<file path="src/rtl/pu_riscv_fifo_pkg.sv">
// Shared sizing helpers for the RAM-backed show-ahead FIFO controller.
package pu_riscv_fifo_pkg;

    // Number of entries held by a FIFO with an abits-wide RAM address.
    function automatic int fifo_capacity(input int abits);
        return 1 << abits;
    endfunction

    // Number of byte lanes needed to cover a dbits-wide data word.
    function automatic int be_width(input int dbits);
        return (dbits + 7) / 8;
    endfunction

endpackage

</file>
<file path="src/rtl/pu_riscv_fifo_ptr.sv">
// Wrapping ABITS-bit pointer with increment and synchronous clear.
// Clear takes priority over increment.
module pu_riscv_fifo_ptr
    import pu_riscv_fifo_pkg::*;
#(
    parameter int ABITS = 4
) (
    input  logic             clk_i,
    input  logic             rst_ni,
    input  logic             clr_i,
    input  logic             inc_i,
    output logic [ABITS-1:0] ptr_o
);

    logic [ABITS-1:0] ptr_q;
    logic [ABITS-1:0] ptr_d;

    // Next pointer: clear to zero, else advance by one with natural wrap.
    always_comb begin
        ptr_d = ptr_q;
        if (clr_i) begin
            ptr_d = '0;
        end else if (inc_i) begin
            ptr_d = ptr_q + ABITS'(1);
        end
    end

    // Pointer register.
    always_ff @(posedge clk_i or negedge rst_ni) begin
        if (!rst_ni) begin
            ptr_q <= '0;
        end else begin
            ptr_q <= ptr_d;
        end
    end

    assign ptr_o = ptr_q;

endmodule

</file>
<file path="src/rtl/pu_riscv_ram_fifo_ctrl.sv">
// Show-ahead FIFO controller driving an external 1r1w synchronous RAM.
// The RAM is always addressed with the read pointer of the coming cycle,
// so its output is the head entry; a one-entry bypass register covers
// writes to the address being read in the same cycle.
// Optional macro PU_RISCV_FIFO_ERR_EN adds sticky ovf_o/unf_o flags.
module pu_riscv_ram_fifo_ctrl
    import pu_riscv_fifo_pkg::*;
#(
    parameter int ABITS = 4,
    parameter int DBITS = 32
) (
    input  logic                       clk_i,
    input  logic                       rst_ni,
    input  logic                       flush_i,
    input  logic                       push_i,
    input  logic [DBITS-1:0]           din_i,
    output logic                       full_o,
    input  logic                       pop_i,
    output logic [DBITS-1:0]           dout_o,
    output logic                       empty_o,
    output logic [ABITS:0]             usedw_o,
    output logic [ABITS-1:0]           ram_waddr_o,
    output logic [DBITS-1:0]           ram_din_o,
    output logic                       ram_we_o,
    output logic [be_width(DBITS)-1:0] ram_be_o,
    output logic [ABITS-1:0]           ram_raddr_o,
`ifdef PU_RISCV_FIFO_ERR_EN
    output logic                       ovf_o,
    output logic                       unf_o,
`endif
    input  logic [DBITS-1:0]           ram_dout_i
);

    localparam int CAP = fifo_capacity(ABITS);

    logic             push_ok;
    logic             pop_ok;
    logic [ABITS-1:0] wr_ptr;
    logic [ABITS-1:0] rd_ptr;
    logic [ABITS-1:0] rd_ptr_nxt;
    logic [ABITS:0]   count_q, count_d;
    logic             bypass_q, bypass_d;
    logic [DBITS-1:0] bypass_data_q, bypass_data_d;

    // Flags come from registered count only, so a pop while full cannot
    // make room for a push in the same cycle. Flush suppresses both.
    assign full_o  = (count_q == (ABITS+1)'(CAP));
    assign empty_o = (count_q == '0);
    assign usedw_o = count_q;
    assign push_ok = push_i & ~full_o & ~flush_i;
    assign pop_ok  = pop_i & ~empty_o & ~flush_i;

    pu_riscv_fifo_ptr #(.ABITS(ABITS)) u_wr_ptr (
        .clk_i  (clk_i),
        .rst_ni (rst_ni),
        .clr_i  (flush_i),
        .inc_i  (push_ok),
        .ptr_o  (wr_ptr)
    );

    pu_riscv_fifo_ptr #(.ABITS(ABITS)) u_rd_ptr (
        .clk_i  (clk_i),
        .rst_ni (rst_ni),
        .clr_i  (flush_i),
        .inc_i  (pop_ok),
        .ptr_o  (rd_ptr)
    );

    assign rd_ptr_nxt  = rd_ptr + ABITS'(pop_ok);
    assign ram_raddr_o = rd_ptr_nxt;
    assign ram_waddr_o = wr_ptr;
    assign ram_din_o   = din_i;
    assign ram_we_o    = push_ok;
    assign ram_be_o    = '1;

    assign dout_o = bypass_q ? bypass_data_q : ram_dout_i;

    // Occupancy update and capture of writes that collide with the read address.
    always_comb begin
        count_d       = count_q + (ABITS+1)'(push_ok) - (ABITS+1)'(pop_ok);
        bypass_d      = ram_we_o & (ram_waddr_o == ram_raddr_o);
        bypass_data_d = bypass_data_q;
        if (bypass_d) begin
            bypass_data_d = din_i;
        end
        if (flush_i) begin
            count_d  = '0;
            bypass_d = 1'b0;
        end
    end

    // Count and bypass registers.
    always_ff @(posedge clk_i or negedge rst_ni) begin
        if (!rst_ni) begin
            count_q       <= '0;
            bypass_q      <= 1'b0;
            bypass_data_q <= '0;
        end else begin
            count_q       <= count_d;
            bypass_q      <= bypass_d;
            bypass_data_q <= bypass_data_d;
        end
    end

`ifdef PU_RISCV_FIFO_ERR_EN
    logic ovf_q, ovf_d;
    logic unf_q, unf_d;

    // Sticky misuse flags, cleared only by flush.
    always_comb begin
        ovf_d = ovf_q | (push_i & full_o);
        unf_d = unf_q | (pop_i & empty_o);
        if (flush_i) begin
            ovf_d = 1'b0;
            unf_d = 1'b0;
        end
    end

    // Misuse flag registers.
    always_ff @(posedge clk_i or negedge rst_ni) begin
        if (!rst_ni) begin
            ovf_q <= 1'b0;
            unf_q <= 1'b0;
        end else begin
            ovf_q <= ovf_d;
            unf_q <= unf_d;
        end
    end

    assign ovf_o = ovf_q;
    assign unf_o = unf_q;
`endif

endmodule
</file>
<file path="config.mk">
export PLATFORM = sky130hd
export DESIGN_NAME = pu_riscv_ram_fifo_ctrl
export DESIGN_NICKNAME = d
export VERILOG_FILES = /design/src/rtl/pu_riscv_fifo_pkg.sv /design/src/rtl/pu_riscv_fifo_ptr.sv /design/src/rtl/pu_riscv_ram_fifo_ctrl.sv
export SDC_FILE = /design/constraint.sdc
export NUM_CORES = 1
export LEC_CHECK = 0
export ABC_AREA = 1
export CAP_MARGIN = 30
export CORE_ASPECT_RATIO = 2
export CORE_UTILIZATION = 40
export CTS_BUF_LIST = sky130_fd_sc_hd__clkbuf_16
export DETAILED_ROUTE_END_ITERATION = 10
export DONT_BUFFER_PORTS = 1
export REMOVE_ABC_BUFFERS = 1
export SLEW_MARGIN = 20
export SYNTH_ARGS = -nofsm -noshare
export SYNTH_HDL_FRONTEND = slang
export SYNTH_SLANG_ARGS = --single-unit
</file>
<file path="constraint.sdc">
create_clock -name clk_i -period 2.7 [get_ports clk_i]
set_input_delay 0.27 -clock clk_i [delete_from_list [all_inputs] [get_ports clk_i]]
set_output_delay 0.27 -clock clk_i [all_outputs]
set_load 0.005 [all_outputs]
</file>
# After elaboration in Yosys (flattened, before gate mapping)
# Cells that the tools add are included.
[classes]
add_sub_neg = 5
n_eq_ne = 2
muxes = 7
n_bitwise = 8
reduce_logical = 3
[ops]
columns = ["operator", "n"]
rows = [
  ["two-way mux 32 bit", 1],
  ["two-way mux 4 bit", 4],
  ["adder 4 x 1 -> 4 bit, second input constant", 2],
  ["adder 5 x 1 -> 5 bit", 1],
  ["AND 1 bit", 5],
  ["equality test 5 bit, second input constant", 1],
  ["logical NOT 5 bit", 1],
  ["two-way mux 5 bit", 1],
  ["subtractor 5 x 1 -> 5 bit", 1],
  ["adder 4 x 1 -> 4 bit", 1],
  ["equality test 4 bit", 1],
  ["nonzero test 2 bit", 2],
  ["inverter 1 bit", 3],
  ["two-way mux 1 bit", 1],
]
[word_totals]
regBits = 46
inputBits = 69
elab_cells = 30

# Depth between registers and ports, before layout
# Gate-level depths: netlist (run 1).
[logic_depth]
ltp_word = 8
mapped_depth = 17
depth_no_buf = 16

# Modules after synthesis
# A second synthesis (run 1) with hierarchy kept.
[unflattened]
hier_cells = 340
area_unflattened_um2 = 2951.6
[by_module_without_submodules]
columns = ["mod", "instances", "cells_each", "area_per_inst_um2", "seq_area_each_um2"]
rows = [
  ["pu_riscv_ram_fifo_ctrl", 1, 292, 2548.7, 950.9],
  ["pu_riscv_fifo_ptr", 2, 24, 201.4, 100.1],
]

# Worst setup path before layout (run 1)
# No wires, ideal clock.
[synth_timing]
path_type = "register to register"
from = "register count_q[3] (netlist: usedw_o[3])"
to = "register count_q[4] (netlist: usedw_o[4])"
setup_ns = 0.072
t_arrival_ns = 2.316
path_slack_ns = 0.312
path_stages_with_launch = 16
path_buffers = 0
path_cell_list = "dfrtp_1 -> inv_1 -> ha_1 -> nand3_1 -> nand3_1 -> inv_1 -> nor2_1 -> inv_1 -> nand2_1 -> ha_1 -> inv_1 -> fa_1 -> nor3_1 -> a211oi_1 -> xor2_1 -> nor2_1"
[synth_between]
elab_chain_cells = 7
elab_cells_between_ends = 11
cone_classes = "add/sub: 2; eq/ne: 1; mux: 1; bitwise: 6; reduce/logical: 1"
[synth_lines]
columns = ["item", "line_no", "text"]
rows = [
  ["start, declared", "pu_riscv_ram_fifo_ctrl.sv:41", "logic [ABITS:0] count_q, count_d;"],
  ["start signal, assigned", "pu_riscv_ram_fifo_ctrl.sv:99", "count_q <= count_d;"],
  ["equality test 5 bit", "pu_riscv_ram_fifo_ctrl.sv:47", "assign full_o = (count_q == (ABITS+1)'(CAP));"],
  ["inverter 1 bit", "pu_riscv_ram_fifo_ctrl.sv:50", "assign push_ok = push_i & ~full_o & ~flush_i;"],
  ["AND 1 bit (2 in series)", "pu_riscv_ram_fifo_ctrl.sv:50", ""],
  ["named net ram_we_o", "pu_riscv_ram_fifo_ctrl.sv:24", "output logic ram_we_o,"],
  ["adder 5 x 1 -> 5 bit", "pu_riscv_ram_fifo_ctrl.sv:80", "count_d = count_q + (ABITS+1)'(push_ok) - (ABITS+1)'(pop_ok);"],
  ["subtractor 5 x 1 -> 5 bit", "pu_riscv_ram_fifo_ctrl.sv:80", ""],
  ["two-way mux 5 bit", "pu_riscv_ram_fifo_ctrl.sv:86", "if (flush_i) begin"],
  ["named net count_d[4]", "pu_riscv_ram_fifo_ctrl.sv:41", ""],
]
# The timed path passes the listed nets, and every way through them passes these cells.
# A chain may end at the register's enable or synchronous reset.

# Worst setup path after layout (run 1)
[layout_timing]
from = "register count_q[2] (netlist: usedw_o[2])"
to = "register count_q[4] (netlist: usedw_o[4])"
[layout_between]
elab_chain_cells = 7
elab_cells_between_ends = 11
cone_classes = "add/sub: 2; eq/ne: 1; mux: 1; bitwise: 6; reduce/logical: 1"
[layout_lines]
columns = ["item", "line_no"]
rows = [
  ["equality test 5 bit", "pu_riscv_ram_fifo_ctrl.sv:47"],
  ["inverter 1 bit", "pu_riscv_ram_fifo_ctrl.sv:50"],
  ["AND 1 bit (2 in series)", "pu_riscv_ram_fifo_ctrl.sv:50"],
  ["adder 5 x 1 -> 5 bit", "pu_riscv_ram_fifo_ctrl.sv:80"],
  ["subtractor 5 x 1 -> 5 bit (*)", "pu_riscv_ram_fifo_ctrl.sv:80"],
  ["two-way mux 5 bit (*)", "pu_riscv_ram_fifo_ctrl.sv:86"],
  ["named net count_d[4]", "pu_riscv_ram_fifo_ctrl.sv:41"],
]
# Mark *: on every way through the listed nets, which the timed path passes. The rest lies on a longest branch.

==> results of run 1 <==
synthesized netlist by cell type (3+ instances only):
master	instances	area [um2]
mux2_2	32	360.4
buf_6	3	33.78
a21oi_1	9	45.04
nand2_2	12	75.07
ha_1	8	100.1
buf_2	3	15.01
nand2_1	72	270.3
nand3_1	41	205.2
inv_1	22	82.58
o21ai_0	8	40.04
dfrtp_1	46	1151
nand3_2	4	40.04
buf_4	39	292.8
nor2_1	9	33.78
buf_1	3	11.26
routing by layer:
layer / wire, um / part of all wire (%) / track usage [%] / vias to the layer above
met2: 3643 / 57 / 31.59 / 78
met3: 228 / 3.5 / 2.839 / 15
met1: 2335 / 36 / 16.84 / 986
met5: 0 / 0 / 0 / -
li1: - / - / - / 975
met4: 238 / 3.7 / 9.884 / 0
kinds of logic (layout without fill, tap and decap cells):
kind of cell	after synthesis	in the layout	synth area share, %
compound gates	19	19	3.670
xor+xnor	3	3	0.8859
fa+ha+maj	9	9	4.049
buf+inv	74	40	15.18
flops	46	46	38.80
mux	32	32	12.15
other cells	1	4	0.1264
simple gates	149	149	25.14
cell type report:
class	count	area, um2
Tap cell	92	115.1
Timing Repair Buffer	8	107.6
Clock buffer	5	125.1
Inverter	24	90.09
Clock inverter	3	45.04
Multi-Input combinational cell	216	1405
Fill cell	760	4173
Sequential cell	46	1151
per-stage QoR:
| step | hold WS [ns] | TNS, ns | setup WS (ns) |
|---|---|---|---|
| floorplan | -0.02559 | 0 | 0.1899 |
| global placement | -0.02474 | 0 | 0.03856 |
| detailed placement | -0.02448 | -0.007065 | -0.007065 |
| CTS | 0.03009 | 0 | 0.03005 |
| global route | 0.03186 | -0.01634 | -0.01634 |
| finish | 0.03860 | 0 | 0.1761 |
what timing repair did:
action / CTS / global route
buffers inserted: 0 / 0
endpoints found under the setup margin: 1 / 33
hold buffers: 2 / 0
gates resized for setup: 1 / 6
hold endpoints to repair: 46 / 0
cells in the final DEF, fill, tap and decap left out, drive strengths merged:
cell / n
clkbuf: 5
o21ai: 8
inv: 24
buf: 7
nand2: 85
clkinvlp: 2
nand3: 46
a211oi: 1
dlygate4sd3: 1
xor2: 1
bufinv: 1
a21oi: 10
fa: 1
xnor2: 2
ha: 8
nor3: 2
or2: 1
nor2: 13
nand4: 2
dfrtp: 46
mux2: 32
conb: 4
critical path: cells and delay by family (launching register included):
kind            cells  cell delay, ns
fa+ha+maj           3            0.79
simple gates        6            0.72
xor+xnor            1            0.14
compound gates      1            0.08
buf+inv             4            0.29
flops               1            0.42
worst paths after layout:
| kind | from | end | slack [ns] | cells past startpoint |
|---|---|---|---|---|
| worst max-delay path | usedw_o[2] | usedw_o[4] | 0.18 | 15 |
| worst min-delay path | flush_i | usedw_o[4] | 0.04 | 1 |
| worst max register to register | usedw_o[2] | usedw_o[4] | 0.18 | 15 |
| worst min register to register | bypass_data_q[16] | bypass_data_q[16] | 0.47 | 2 |
| max in group asynchronous | rst_ni | u_rd_ptr.ptr_o[1] | 1.96 | 2 |
| min in group asynchronous | rst_ni | bypass_data_q[6] | 0.53 | 2 |
registers in the layout (all words and copies together), names as in the netlist:
register	flops
bypass_data_q	32
bypass_q	1
usedw_o	5
u_wr_ptr.ptr_o	4
u_rd_ptr.ptr_o	4
power groups by stage:
stage,logic [uW],registers (uW),clock network (uW)
after floorplan,847,1140,0
after global placement,1060,1200,0
after detailed placement,1090,1200,0
after CTS,1120,1200,723
after global routing,1290,1230,739
final,1130,1190,706
==> run summary, run 1 <==
Synth warnings: 0
post-route ant nets: 0
Post-Layout Cell Count: 394
gpl congestion: 0.7553
core area: 7212 um2
initial antenna violation count: 0
Switching Share: 37.41%
outcome: complete, no violations
class of the worst hold path: input pin to flop
Avg Inst Size Synth: 8.909 um2
sequential share of power: 39.3%
clock slew at reported path FFs: 0.06 ns
dpl cell area: 2803 um2
drt via density: 5.213
pwr dens: 995.0 nW/um2
MaxCap Viol Count: 0
layout cells sized above 1: 25.83%
Pleak: 0.001472 uW
First DRT Iteration DRCs: 83
CTS tree: yes
clock skew: 0.002726 ns
Post-Syn Area: 2967 um2
sw power: 1131 uW
final core occ: 42.14%
CP Max Fanout: 4
H-tree lvl count: 2
post-DP HPWL: 4719 um
largest net degree at the start of global routing: 47
Initial Utilization: 41.13%
cell count after synthesis: 333
Max Clk Rate: 396.2 MHz
Clock power frac: 23.4%
count of cell types in the netlist: 32
ys async rst share: 100.0%
CTS sink count: 46
Total Routed Length: 6445 um
slowest cell delay on critical path: 0.42 ns
GR Overflow Total: 0
residual DRC count: 0
most frequent cell on the critical path: inv_1
port bufs: 0
worst-path cell chain: inv_1, ha_2, nand3_1, nand3_2, inv_2, nor2_4, inv_1, nand2_1, ha_1, inv_1, fa_1, nor3_2, a211oi_1, xor2_1, nor2_1
Design Area, Final: 3039 um2
Area Growth Syn to Fin: 2.446%
Setup crit start kind: flop
Peak VDD IR: 0.4625 mV
Setup-failing EPs final: 0
register area share after synthesis: 38.80%
dpl cells: 384
worst slew pin tran: 0.5138 ns
final hold violation count: 0
Tmin final: 2.524 ns
CP Capture Type: flop
Worst EP required: 2.92 ns
critical path class: flop to flop
all-layer global routing usage: 16.73%
Die H: 123.8 um
Ports: 153
final worst-path cycle share: 93.48%
row count: 44
cts bufs inserted: 5
clock buffer depth: 2
DIE WIDTH: 62.90 um
Die Footprint: 7786 um2
n_diodes: 0
CTS root buf: clkbuf_16
vias in the first global route: 2012
Pwr Total: 3024 uW
Clk Latency, worst-skew pair: 0.29 ns
Combinational Power Share: 37.3%
first-pass GRT wire length: 9791 um
WL/cell: 16.36 um
number of flops mapped to enable cells by yosys: 0
First-pass DRT Iterations: 4
internal power: 1893 uW
Net count, final: 379
critical path's slowest cell: dfrtp_1
Seq cells post-synth: 46
ys flop type: dfrtp_1
critical path arrival: 2.75 ns
via count: 2054
max-slew violation count: 0
worst rel slew slack: 65.75%
Power figures use the tool's default switching activity.
==> run 2: changes to the inputs <==
REMOVE_ABC_BUFFERS = default   (was 1)
==> run 2 against run 1 <==
Clock skew rose by 0.0057 ns. Clock power rose by 11%. Critical path type unchanged. Design area rose by 0.21%. Sequential share of layout area fell by 0.078 points. Non-clock buffer count did not move. Hold slack barely moved. Sequential power barely moved. Critical path depth did not move. Register-to-register slack improved by 0.05 ns. First-iteration DRC count fell by 39%. Via count fell by 1.9%. Highest routed layer unchanged. Global-route usage fell by 0.18 points.
==> run summary, run 2 (synthesis results as in run 1) <==
CP Max Fanout: 3
post-DP HPWL: 4502 um
clock buffer depth: 2
row count: 44
critical path's slowest cell: fa_1
Ports: 153
layout cells sized above 1: 25.50%
MaxCap Viol Count: 0
CTS root buf: clkbuf_16
area of the multi-input gates: 1405 um2
CTS sink count: 46
Net count, final: 379
Total Routed Length: 6252 um
DP Worst Slack: 0.06292 ns
Tmin final: 2.478 ns
Clk Latency, worst-skew pair: 0.29 ns
cts bufs inserted: 5
Die Footprint: 7786 um2
critical path arrival: 2.70 ns
port bufs: 0
slowest cell delay on critical path: 0.42 ns
critical path class: flop to flop
Setup-failing EPs final: 0
setup bufs post-CTS: 0
final worst-path cycle share: 91.77%
First DRT Iteration DRCs: 51
Initial Utilization: 41.13%
Setup crit start kind: flop
Pleak: 0.001484 uW
CP Capture Type: flop
final core occ: 42.23%
clock slew at reported path FFs: 0.07 ns
final hold violation count: 0
Peak VDD IR: 0.4783 mV
class of the worst hold path: input pin to flop
Largest register FFs: 32
Fill cells: 745
Die H: 123.8 um
First-pass DRT Iterations: 4
core area: 7212 um2
post-route ant nets: 0
n_diodes: 0
setup TNS: 0 ns
initial antenna violation count: 0
Worst EP required: 2.92 ns
most frequent cells in the layout: nand2_1, dfrtp_1, nand3_1
vias in the first global route: 1960
worst-path cell chain: inv_1, ha_2, nand3_1, nand3_2, inv_2, buf_4, nand2_1, nand2_1, ha_1, inv_1, fa_1, nor3_2, a211oi_1, xor2_1, nor2_1
GR Overflow Total: 0
FF+latch area: 1151 um2
WL/cell: 15.87 um
residual DRC count: 0
largest net degree at the start of global routing: 47
pwr dens: 1007 nW/um2
Max Clk Rate: 403.6 MHz
DIE WIDTH: 62.90 um
CTS tree: yes
via count: 2016
all-layer global routing usage: 16.56%
Area Growth Syn to Fin: 2.657%
drt via density: 5.117
gpl congestion: 0.7921
RSZ-0062 raised after global routing: false
clock skew: 0.008421 ns
post-route setup slack: 0.2222 ns
outcome: complete, no violations
most common cell after layout, fill and taps aside: nand2_1
max-slew violation count: 0
Top reg by flops: bypass_data_q
H-tree lvl count: 2
first-pass GRT wire length: 9694 um
-- run 2: cell count changes in the layout (fill, tap and decap cells not counted), sizes merged --
cell	change
clkinvlp	-2
clkinv	+1
bufinv	+1
-- run 2: final timing paths --
check                             startpoint  cells after the start  slack, ns                end
max reg2reg                       usedw_o[3]                     15       0.22         usedw_o[4]
min                                  flush_i                      1       0.04         usedw_o[0]
min reg2reg                bypass_data_q[19]                      2       0.47  bypass_data_q[19]
min in group asynchronous             rst_ni                      2       0.47  u_wr_ptr.ptr_o[1]
max in group asynchronous             rst_ni                      2       1.99  bypass_data_q[27]
max                               usedw_o[3]                     15       0.22         usedw_o[4]
-- run 2: worst max-delay path: cells and delay by family (launching register included) --
family,cells,cell delay (ns)
adders and majority gates,3,0.78
and+or+nand+nor,6,0.64
DFF,1,0.41
buffers and inverters,4,0.37
xor gates and xnor gates,1,0.14
AOI/OAI and AO/OA,1,0.07
-- run 2: area by class of cell --
cell class	instances	share of cell area, %
clock buffers	5	4.108
repair buffers	8	3.122
inverters	24	2.958
multi-input cells	216	46.14
well taps	92	3.780
clock inverters	3	2.095
flip-flops and latches	46	37.80
-- run 2: report_power, final --
group	switching, uW	internal (uW)	leakage [uW]
clock network	257	527	0.0000915
registers	203	961	0.000590
logic	632	485	0.000803
total	1090	1970	0.00148
-- run 2: repair_timing --
| item | 4_1_cts | 5_1_grt |
|---|---|---|
| hold endpoints to repair | 46 | 0 |
| setup endpoints to repair | 0 | 32 |
| gates resized for setup | 0 | 7 |
| hold buffers | 2 | 0 |
-- run 2: through the flow --
stage	power [uW]	std cells	hold WS, ns	area, um2
after floorplan	2087	336	-0.02559	2978
after CTS	3093	394	0.02667	3017
after detailed placement	2265	384	-0.02415	2790
final	3065	394	0.03865	3045
after global routing	3311	394	0.02699	3045
after global placement	2238	384	-0.02418	2790
-- run 2: per-layer routing --
layer	share of wire, %	global-route usage (%)	vias up
li1	-	-	976
met1	37	16.90	949
met2	55	30.98	84
met3	6.7	4.487	7
met4	1.7	7.122	0
met5	0	0	-
